$ cat config.mk
export PLATFORM = sky130hd
export DESIGN_NAME = uart_alu_intf
export DESIGN_NICKNAME = d
export VERILOG_FILES = /design/src/rtl/uart_alu_intf.sv
export SDC_FILE = /design/constraint.sdc
export NUM_CORES = 1
export LEC_CHECK = 0
export ABC_AREA = 1
export CAP_MARGIN = 20
export CORE_ASPECT_RATIO = 2
export CORE_MARGIN = 1.5
export CORE_UTILIZATION = 54
export CTS_CLUSTER_DIAMETER = 50
export DETAILED_ROUTE_END_ITERATION = 8
export GPL_ROUTABILITY_DRIVEN = 0
export HOLD_SLACK_MARGIN = 0.05
export PLACE_DENSITY = 0.84
export SLEW_MARGIN = 25
export SYNTH_ARGS = -nofsm -noshare
export SYNTH_HDL_FRONTEND = slang
export SYNTH_SLANG_ARGS = --single-unit
$ cat constraint.sdc
create_clock -name clk -period 2.3 [get_ports clk]
set_input_delay 0.69 -clock clk [delete_from_list [all_inputs] [get_ports clk]]
set_output_delay 0.69 -clock clk [all_outputs]
set_load 0.01 [all_outputs]
$ cat src/rtl/uart_alu_intf.sv
// Frames three received bytes (A, B, opcode) into registered ALU operands and
// returns the captured ALU result to the UART transmitter with a start pulse.
module uart_alu_intf #(
   parameter int DBIT        = 8,
   parameter int NB_OP       = 6,
   parameter int TIMEOUT_CYC = 1000000
) (
   input  logic             clk,
   input  logic             reset,
   input  logic             rx_done_tick,
   input  logic [DBIT-1:0]  rx_data,
   input  logic [DBIT-1:0]  alu_result,
   input  logic             tx_done_tick,
   output logic [DBIT-1:0]  alu_a,
   output logic [DBIT-1:0]  alu_b,
   output logic [NB_OP-1:0] alu_op,
   output logic             tx_start,
   output logic [DBIT-1:0]  tx_data,
   output logic             busy,
   output logic             err_timeout,
   output logic             rx_drop
);

   // state  | meaning
   // S_A    | waiting for operand A (idle)
   // S_B    | waiting for operand B, inter-byte timer running
   // S_OP   | waiting for opcode, inter-byte timer running
   // S_EXEC | operands stable, ALU result settling; capture it
   // S_TX   | result handed to transmitter, waiting for tx_done_tick
   typedef enum logic [2:0] {
      S_A    = 3'd0,
      S_B    = 3'd1,
      S_OP   = 3'd2,
      S_EXEC = 3'd3,
      S_TX   = 3'd4
   } state_t;

   localparam bit            TO_EN    = (TIMEOUT_CYC > 0);
   localparam int            CW       = TO_EN ? $clog2(TIMEOUT_CYC + 1) : 1;
   localparam logic [CW-1:0] CNT_LAST = CW'(TO_EN ? TIMEOUT_CYC - 1 : 0);

   state_t             state_q;
   logic [DBIT-1:0]    a_q;
   logic [DBIT-1:0]    b_q;
   logic [NB_OP-1:0]   op_q;
   logic [DBIT-1:0]    txd_q;
   logic               tx_start_q;
   logic               busy_q;
   logic               err_q;
   logic               drop_q;
   logic [CW-1:0]      cnt_q;
   logic [CW-1:0]      cnt_d;
   logic               timeout_hit;

   assign cnt_d       = cnt_q + CW'(1);
   assign timeout_hit = TO_EN && (cnt_q == CNT_LAST);

   always_ff @(posedge clk) begin
      if (reset) begin
         state_q    <= S_A;
         a_q        <= '0;
         b_q        <= '0;
         op_q       <= '0;
         txd_q      <= '0;
         tx_start_q <= 1'b0;
         busy_q     <= 1'b0;
         err_q      <= 1'b0;
         drop_q     <= 1'b0;
         cnt_q      <= '0;
      end else begin
         tx_start_q <= 1'b0;
         err_q      <= 1'b0;
         drop_q     <= 1'b0;
         case (state_q)
            S_A: begin
               if (rx_done_tick) begin
                  a_q     <= rx_data;
                  cnt_q   <= '0;
                  state_q <= S_B;
               end
            end
            S_B: begin
               // An arriving byte takes priority over the terminal timeout cycle.
               if (rx_done_tick) begin
                  b_q     <= rx_data;
                  cnt_q   <= '0;
                  state_q <= S_OP;
               end else if (timeout_hit) begin
                  err_q   <= 1'b1;
                  cnt_q   <= '0;
                  state_q <= S_A;
               end else if (TO_EN) begin
                  cnt_q   <= cnt_d;
               end
            end
            S_OP: begin
               if (rx_done_tick) begin
                  op_q    <= rx_data[NB_OP-1:0];
                  cnt_q   <= '0;
                  busy_q  <= 1'b1;
                  state_q <= S_EXEC;
               end else if (timeout_hit) begin
                  err_q   <= 1'b1;
                  cnt_q   <= '0;
                  state_q <= S_A;
               end else if (TO_EN) begin
                  cnt_q   <= cnt_d;
               end
            end
            S_EXEC: begin
               txd_q      <= alu_result;
               tx_start_q <= 1'b1;
               drop_q     <= rx_done_tick;
               state_q    <= S_TX;
            end
            S_TX: begin
               drop_q <= rx_done_tick;
               if (tx_done_tick) begin
                  busy_q  <= 1'b0;
                  state_q <= S_A;
               end
            end
            default: begin
               busy_q  <= 1'b0;
               cnt_q   <= '0;
               state_q <= S_A;
            end
         endcase
      end
   end

   assign alu_a       = a_q;
   assign alu_b       = b_q;
   assign alu_op      = op_q;
   assign tx_data     = txd_q;
   assign tx_start    = tx_start_q;
   assign busy        = busy_q;
   assign err_timeout = err_q;
   assign rx_drop     = drop_q;

endmodule

==> flow_metrics.tcl, run 1 <==
set metrics [dict create \
    busiest_layer "met2" \
    grt_use_met1_pct 27.8 \
    async_reset_ff_share_pct 0 \
    path_class "in2reg" \
    cts-root-buf "clkbuf_8" \
    p_switching_mw 0.586 \
    clkPwrFrac_pct 40.6 \
    wl_per_cell_microns 14.9 \
    grt_util_met2_pct 61.1 \
    syn_area_sq_um 2570 \
    routed_wl_microns 7300 \
    synth_edf_count 0 \
    synth_nets 390 \
    slew_violations 0 \
    cts_setup_buffers 0 \
    grt_pass1_wl_microns 12200 \
    rsz0062_at_grt "false" \
    intPower_mw 1.71 \
    fmax_ghz 0.519 \
    numCtsBuffers 9 \
    track_usage_pct 31.4 \
    arrival_ns 2.16 \
    grt_pass1_vias 2832 \
    place_area_sq_um 3170 \
    ys_types 28 \
    setup_viol 0 \
    ys.flop_type "dfxtp_1" \
    synth_commonest_cells "nor2_1 (84), dfxtp_1 (57), nand2_1 (57)" \
    ys_seq_elements 57 \
    yosysTopAreaCellShare_pct 44.4 \
    synth_seq_area_share_pct 44.4 \
    ant_nets 0 \
    p_comb_share_pct 13.7 \
    rrSetupSlack_ns 0.51 \
    die_area_sq_um 5200 \
    grt_overflow_total 0 \
    drtIter0Drc 76 \
    peakVddDrop_mv 0.654 \
    initial_core_util_pct 55.8 \
    yosysWarnings 0 \
    portBuffers 53 \
    max_stage_delay_ns 0.60 \
    layout_min_cycle_time_ns 1.93 \
    num_vias 2737 \
    cts_hold_buffers 0 \
    dpl.cell_count 475 \
    cts_tree "built" \
    switching_share_pct 25.5 \
    dieHeight_microns 101 \
    clock_sinks 57 \
    synth_top_cell_by_area "dfxtp_1" \
    yosysMostFrequentCell "nor2_1" \
    grt_max_degree 34 \
    synthCells 369 \
    postSynthAreaPerCell_sq_um 6.96 \
    grtUsageMet3_pct 7.12 \
    outcome "complete, no violations" \
    fin_crit_sh_pct 83.7 \
    final_cells 490 \
    place_ws_ns 0.0687 \
    p_seq_share_pct 45.7 \
    core_area_sq_um 4600 \
    max_cap_violations 0 \
    worst_pin_slew_ns 0.517 \
    antenna_cells 0 \
    slew_headroom_pct 65.4 \
    ctsHtreeMaxLevel 3 \
    finalHoldViolCount 0 \
    synth.area.top_cells "dfxtp_1 (44%), nor2_1 (12%), nand2_1 (8.3%), nand3_1 (6.0%), o21ai_0 (5.7%)" \
    crit_chain "clkdlybuf4s50_1 > nor2_2 > nor2_4 > nand2_2 > nor2_4 > nand3_1 > nand3_1 > nor2_1" \
    clk_latency_ns 0.33 \
    drive_gt1_share_pct 8.97 \
    critPathLaunchType "primary input" \
    dieWidth_microns 51.8 \
    cp_data_required_time_ns 2.53 \
    row_count 35 \
    power_density_nw_per_um2 682 \
    final_area_sq_um 3370 \
    grt_antenna_before_repair 0 \
    p_leak_nw 1.29 \
    post-route-drc-count 0 \
    dp_hpwl_microns 5270 \
    synthToLayoutAreaGrowth_pct 31.2 \
    layout.nets 452 \
    worstSetupEndpointType "flip-flop" \
    fin_ws_ns 0.374 \
    cts_resized 0 \
    critical_path.slowest_cell "clkdlybuf4s50_1" \
    critical_path.max_fanout 8 \
    hp-class "reg2reg" \
    tns_ns 0 \
    clock_path_buffers 2 \
    p_total_mw 2.30 \
    drt_first_pass_iters 5 \
    vias_per_cell 5.59 \
    clock_skew_ns 0.00514 \
    clk_pin_slew_ns 0.06 \
    ios 54 \
]
-- registers in the layout, indices dropped and copies added, names as in the netlist --
name,count
alu_a,8
alu_b,8
alu_op,6
busy,1
cnt_q,20
err_timeout,1
rx_drop,1
state_q,3
tx_data,8
tx_start,1
-- power groups by stage --
stage	registers, mW	logic [mW]	clock network [mW]
3_3_place_gp	1.07	0.305	0
3_5_place_dp	1.07	0.310	0
5_1_grt	1.05	0.344	0.981
4_1_cts	1.05	0.314	0.939
2_1_floorplan	1.08	0.150	0
6_report	1.05	0.315	0.933
-- worst paths after layout --
path                                    from         to  depth (start not counted)
worst min-delay path                alu_a[1]   alu_a[1]                          2
worst max-delay path            rx_done_tick  cnt_q[19]                          8
worst max register to register      cnt_q[1]  cnt_q[16]                          8
worst min register to register      alu_a[1]   alu_a[1]                          2
-- layout by cell type (no fill, tap or decap), drive strengths merged, types with 3 or more instances in the layout --
| cell type | instances |
|---|---|
| nand4 | 12 |
| o21ai | 31 |
| clkbuf | 12 |
| nand2 | 61 |
| nand3 | 31 |
| nor2 | 92 |
| nor3 | 11 |
| inv | 38 |
| buf | 6 |
| xor2 | 3 |
| dfxtp | 57 |
| a21oi | 17 |
| clkinv | 3 |
| clkdlybuf4s50 | 53 |
-- final cells by class --
class                           count  area, sq um
Clock buffer                       12          155
Clock inverter                      3         40.0
Fill cell                         355         1230
Inverter                           39          146
Multi-Input combinational cell    265         1240
Sequential cell                    57         1140
Tap cell                           55         68.8
Timing Repair Buffer               59          576
-- critical path: cells and delay by family --
kind / cells / cell delay (ns)
and+or+nand+nor: 7 / 0.87
buffers and inverters: 1 / 0.60
-- metrics by stage --
stage          hold slack, ns  utilization (%)
2_1_floorplan           0.458                -
3_3_place_gp            0.449             69.0
3_5_place_dp            0.460             69.0
4_1_cts                 0.469             73.3
5_1_grt                 0.500             73.3
6_report                0.469             73.3
-- metal layers --
metal  wire (microns)  vias to the layer above  part of all wire [%]
met5                0                        -                     0
met1             2490                     1294                    34
met3              281                       28                   3.9
met2             4230                      102                    58
met4              288                        0                   3.9
li1                 -                     1313                     -
-- cell families (layout without fill, tap and decap cells) --
group / Yosys count / in the layout / share of synthesized area [%]
AO/OA/AOI/OAI: 51 / 51 / 10.2
XOR/XNOR: 3 / 3 / 1.02
adder cells (fa/ha/maj): 1 / 1 / 0.487
buffers and inverters: 47 / 113 / 7.21
flip-flops: 57 / 57 / 44.4
AND/OR/NAND/NOR: 210 / 210 / 36.6
(Power assumes the default switching activity.)
==> inputs of run 2 (changes only) <==
--- a/config.mk
+++ b/config.mk
@@ -9,12 +9,12 @@
 export CAP_MARGIN = 20
 export CORE_ASPECT_RATIO = 2
 export CORE_MARGIN = 1.5
-export CORE_UTILIZATION = 54
+export CORE_UTILIZATION = 46
 export CTS_CLUSTER_DIAMETER = 50
 export DETAILED_ROUTE_END_ITERATION = 8
 export GPL_ROUTABILITY_DRIVEN = 0
 export HOLD_SLACK_MARGIN = 0.05
-export PLACE_DENSITY = 0.84
+export PLACE_DENSITY = 0.76
 export SLEW_MARGIN = 25
 export SYNTH_ARGS = -nofsm -noshare
 export SYNTH_HDL_FRONTEND = slang
==> constraint.sdc (replaced) <==
create_clock -name clk -period 1.55 [get_ports clk]
set_input_delay 0.465 -clock clk [delete_from_list [all_inputs] [get_ports clk]]
set_output_delay 0.465 -clock clk [all_outputs]
set_load 0.01 [all_outputs]
==> flow_metrics.tcl, run 2 (same netlist as run 1, synthesis figures left out) <==
set metrics [dict create \
    drtIter0Drc 135 \
    multi_input_area_sq_um 1360 \
    drt_first_pass_iters 5 \
    cts_tree "built" \
    dp_hpwl_microns 5650 \
    synthToLayoutAreaGrowth_pct 46.7 \
    critPathLaunchType "flip-flop" \
    clk_latency_ns 0.35 \
    track_usage_pct 26.2 \
    layout_min_cycle_time_ns 1.54 \
    regMostFlops "cnt_q" \
    fill_cells 465 \
    die_area_sq_um 6070 \
    finalHoldViolCount 0 \
    ant_nets 0 \
    layout_common_cells "nor2_1 (77), nand2_1 (50), dfxtp_1 (47)" \
    place_ws_ns -0.320 \
    tns_ns 0 \
    clock_path_buffers 2 \
    hp-class "reg2reg" \
    worst_pin_slew_ns 0.359 \
    rsz0062_at_grt "true" \
    ff_latch_area_sq_um 1160 \
    grt_max_degree 24 \
    vias_per_cell 5.37 \
    dieWidth_microns 55.8 \
    slew_violations 0 \
    outcome "complete, no violations" \
    antenna_cells 0 \
    wl_per_cell_microns 15.0 \
    drive_gt1_share_pct 23.8 \
    post-route-drc-count 0 \
    clk_pin_slew_ns 0.06 \
    routed_wl_microns 8000 \
    grt_pass1_wl_microns 12200 \
    max_cap_violations 0 \
    p_leak_nw 1.68 \
    grt_pass1_vias 2769 \
    numCtsBuffers 9 \
    clock_skew_ns 0.00966 \
    arrival_ns 1.82 \
    worstSetupEndpointType "flip-flop" \
    row_count 38 \
    power_density_nw_per_um2 888 \
    final_common_cell "nor2_1" \
    fin_ws_ns 0.0116 \
    hold_slack_ns 0.465 \
    whs_path_depth 2 \
    setup_viol 0 \
    largest_register_ff_count 20 \
    cts-root-buf "clkbuf_8" \
    r2r_cells 10 \
    portBuffers 53 \
    cts_hold_buffers 0 \
    num_vias 2868 \
    utilization_pct 69.5 \
    peakVddDrop_mv 0.812 \
    fmax_ghz 0.650 \
    critical_path.max_fanout 5 \
    fin_crit_sh_pct 99.3 \
    layout.nets 491 \
    cp_data_required_time_ns 1.84 \
    core_area_sq_um 5420 \
    grt_overflow_total 0 \
    dieHeight_microns 109 \
    grt_antenna_before_repair 0 \
    clock_sinks 57 \
    ctsHtreeMaxLevel 3 \
    slew_headroom_pct 75.9 \
    initial_core_util_pct 47.4 \
    path_class "reg2reg" \
    ios 54 \
]
run 2: per-layer routing:
layer / GRT usage [%] / vias up / part of all wire [%]
met3: 6.88 / 35 / 4.5
met1: 22.6 / 1337 / 33
li1: - / 1393 / -
met4: 15.8 / 0 / 4.7
met2: 51.9 / 103 / 58
met5: 0 / - / 0
run 2: stage by stage:
stage	instance area [sq um]	std cells	power [mW]
finish	3770	534	3.34
global route	3770	534	3.48
CTS	3570	525	3.32
detailed placement	3400	509	2.09
global placement	3400	509	2.08
floorplan	2570	369	1.83
run 2: worst max-delay path, stage by stage (launching register included):
cell     delay [ns]
dfxtp_2        0.36
ha_4           0.16
nand3_4        0.10
inv_2          0.08
nand2_2        0.06
nor2_4         0.17
buf_6          0.14
nand2_1        0.06
o21ai_1        0.14
nand2_1        0.11
nor2_1         0.10
run 2: power by group:
| part | total [mW] | internal [mW] | switching (mW) |
|---|---|---|---|
| sequential | 1.56 | 1.52 | 0.0387 |
| combinational | 0.507 | 0.222 | 0.284 |
| clock | 1.28 | 0.699 | 0.577 |
run 2: area by class of cell:
cell class | instances | share of cell area (%)
multi-input combinational | 265 | 36.0
sequential | 57 | 30.8
timing repair buffer | 98 | 22.3
clock buffer | 13 | 4.49
inverter | 39 | 4.02
tap | 60 | 1.99
clock inverter | 2 | 0.332
run 2: worst paths after layout:
path / start / endpoint / slack [ns]
setup / recovery: cnt_q[1] / cnt_q[12] / 0.01
setup reg to reg: cnt_q[1] / cnt_q[12] / 0.01
hold / removal: alu_a[3] / alu_a[3] / 0.47
hold reg to reg: alu_a[3] / alu_a[3] / 0.47
run 2: timing repair:
item | 4_1_cts | 5_1_grt
endpoints found under the hold margin | 0 | 0
resized for setup | 42 | 45
endpoints found under the setup margin | 42 | 23
pin swaps | 2 | 20
buffers inserted | 1 | 9
==> inputs of run 3 (changes only) <==
--- a/config.mk
+++ b/config.mk
@@ -7,14 +7,16 @@
 export LEC_CHECK = 0
 export ABC_AREA = 1
 export CAP_MARGIN = 20
+export CELL_PAD_IN_SITES_DETAIL_PLACEMENT = 0
+export CELL_PAD_IN_SITES_GLOBAL_PLACEMENT = 2
 export CORE_ASPECT_RATIO = 2
 export CORE_MARGIN = 1.5
-export CORE_UTILIZATION = 46
+export CORE_UTILIZATION = 25
 export CTS_CLUSTER_DIAMETER = 50
 export DETAILED_ROUTE_END_ITERATION = 8
 export GPL_ROUTABILITY_DRIVEN = 0
 export HOLD_SLACK_MARGIN = 0.05
-export PLACE_DENSITY = 0.76
+export PLACE_DENSITY_LB_ADDON = 0.1
 export SLEW_MARGIN = 25
 export SYNTH_ARGS = -nofsm -noshare
 export SYNTH_HDL_FRONTEND = slang
==> flow_metrics.tcl, run 3 (same netlist as run 1, synthesis figures left out) <==
set metrics [dict create \
    clk_latency_ns 0.32 \
    row_count 52 \
    worstSetupEndpointType "flip-flop" \
    track_usage_pct 18.2 \
    final_cells 628 \
    grt_pass1_wl_microns 14400 \
    path_class "reg2reg" \
    cts-root-buf "clkbuf_16" \
    crit_buf_inv 1 \
    clock_skew_ns 0.00517 \
    layout_min_cycle_time_ns 1.43 \
    worst_pin_slew_ns 0.294 \
    clock_sinks 57 \
    dp_hpwl_microns 7150 \
    cp_data_required_time_ns 1.77 \
    p_total_mw 4.10 \
    ios 54 \
    grt_max_degree 20 \
    setup_viol 0 \
    hold_slack_ns 0.462 \
    cpMostUsedCell "nor2_1" \
    finalHoldViolCount 0 \
    cts_hold_buffers 0 \
    initial_core_util_pct 25.5 \
    die_area_sq_um 10900 \
    fmax_ghz 0.699 \
    grt_overflow_total 0 \
    drtIter0Drc 61 \
    cts_tree "built" \
    fin_crit_sh_pct 92.3 \
    synthToLayoutAreaGrowth_pct 60.5 \
    largest_register_ff_count 20 \
    max_stage_delay_ns 0.33 \
    peakVddDrop_mv 0.687 \
    ctsHtreeMaxLevel 3 \
    slew_violations 0 \
    core_area_sq_um 10100 \
    grt_antenna_before_repair 0 \
    crit_chain "nor2_1 > nand2_2 > nor3_4 > nand3_2 > nand2_4 > nand2_8 > buf_4 > nand3_1 > nor2_1" \
    arrival_ns 1.65 \
    fill_cells 1106 \
    dpl.cell_count 611 \
    numCtsBuffers 9 \
    p_leak_nw 1.82 \
    ant_nets 0 \
    clock_path_buffers 2 \
    drt_first_pass_iters 4 \
    vias_per_cell 4.42 \
    place_area_sq_um 3720 \
    wl_per_cell_microns 14.2 \
    power_density_nw_per_um2 994 \
    slew_headroom_pct 80.4 \
    rrSetupSlack_ns 0.12 \
    outcome "complete, no violations" \
    max_cap_violations 0 \
    clk_pin_slew_ns 0.05 \
    layout.nets 510 \
    antenna_cells 0 \
    post-route-drc-count 0 \
    grt_pass1_vias 2933 \
    final_area_sq_um 4120 \
    critPathLaunchType "flip-flop" \
    dieHeight_microns 146 \
    num_vias 2778 \
    rsz0062_at_grt "true" \
    portBuffers 53 \
    critical_path.slowest_cell "dfxtp_1" \
    drive_gt1_share_pct 25.8 \
    cpLargestDelayFamily "simple AND/OR/NAND/NOR gates" \
    final_common_cell "nor2_1" \
    layout_common_cells "nor2_1 (79), buf_4 (61), nand2_1 (50), dfxtp_1 (50), dlygate4sd2_1 (35)" \
    regMostFlops "cnt_q" \
    critical_path.max_fanout 9 \
    dieWidth_microns 74.7 \
    routed_wl_microns 8930 \
    hp-class "reg2reg" \
]
run 3: cell count changes in the layout (fill, tap and decap cells not counted), moves of 3 or more:
cell / before / now
buf_4: 42 / 61
nor2_2: 10 / 7
clkbuf_8: 12 / 2
clkbuf_16: 0 / 9
dfxtp_2: 7 / 4
dfxtp_1: 47 / 50
run 3: power breakdown:
part	switching (mW)	internal (mW)
sequential	0.0358	1.52
combinational	0.308	0.268
clock	0.646	1.31
run 3: final cells by class:
cell class	instances	area, sq um	share of cell area, %
multi-input cells	265	1360	32.9
flip-flops and latches	57	1160	28.1
repair buffers	117	996	24.2
clock buffers	12	256	6.22
well taps	135	169	4.10
inverters	39	146	3.55
clock inverters	3	40.0	0.971
run 3: repair_timing:
action | in CTS | in global routing
pin swaps | 1 | 5
endpoints found under the setup margin | 52 | 20
buffers inserted | 0 | 2
gates resized for setup | 42 | 37
run 3: worst paths after layout:
check	start	to	cells after the start
max reg2reg	cnt_q[10]	cnt_q[15]	9
min reg2reg	alu_a[3]	alu_a[3]	2
max	cnt_q[10]	cnt_q[15]	9
min	alu_a[3]	alu_a[3]	2
run 3: routing by layer:
metal / track usage, % / vias up / share of wire, % / wire length (microns)
met3: 3.52 / 21 / 3.1 / 276
met1: 15.7 / 1269 / 33 / 2940
li1: - / 1435 / - / -
met5: 0 / - / 0 / 0
met4: 10.6 / 0 / 4.0 / 355
met2: 35.5 / 53 / 60 / 5360
run 3: worst min-delay path, stage by stage, from the launching register on:
cell	delay (ns)
dfxtp_1	0.30
nand2_1	0.06
a21oi_1	0.05
run 3: through the flow:
stage          worst slack (ns)  utilization [%]  TNS, ns
2_1_floorplan             0.114                -        0
3_3_place_gp             -0.340             36.9   -10.69
3_5_place_dp             -0.332             36.9   -11.04
4_1_cts                 0.00336             39.6        0
5_1_grt                -0.00775             40.9  -0.0143
6_report                  0.120             40.9        0
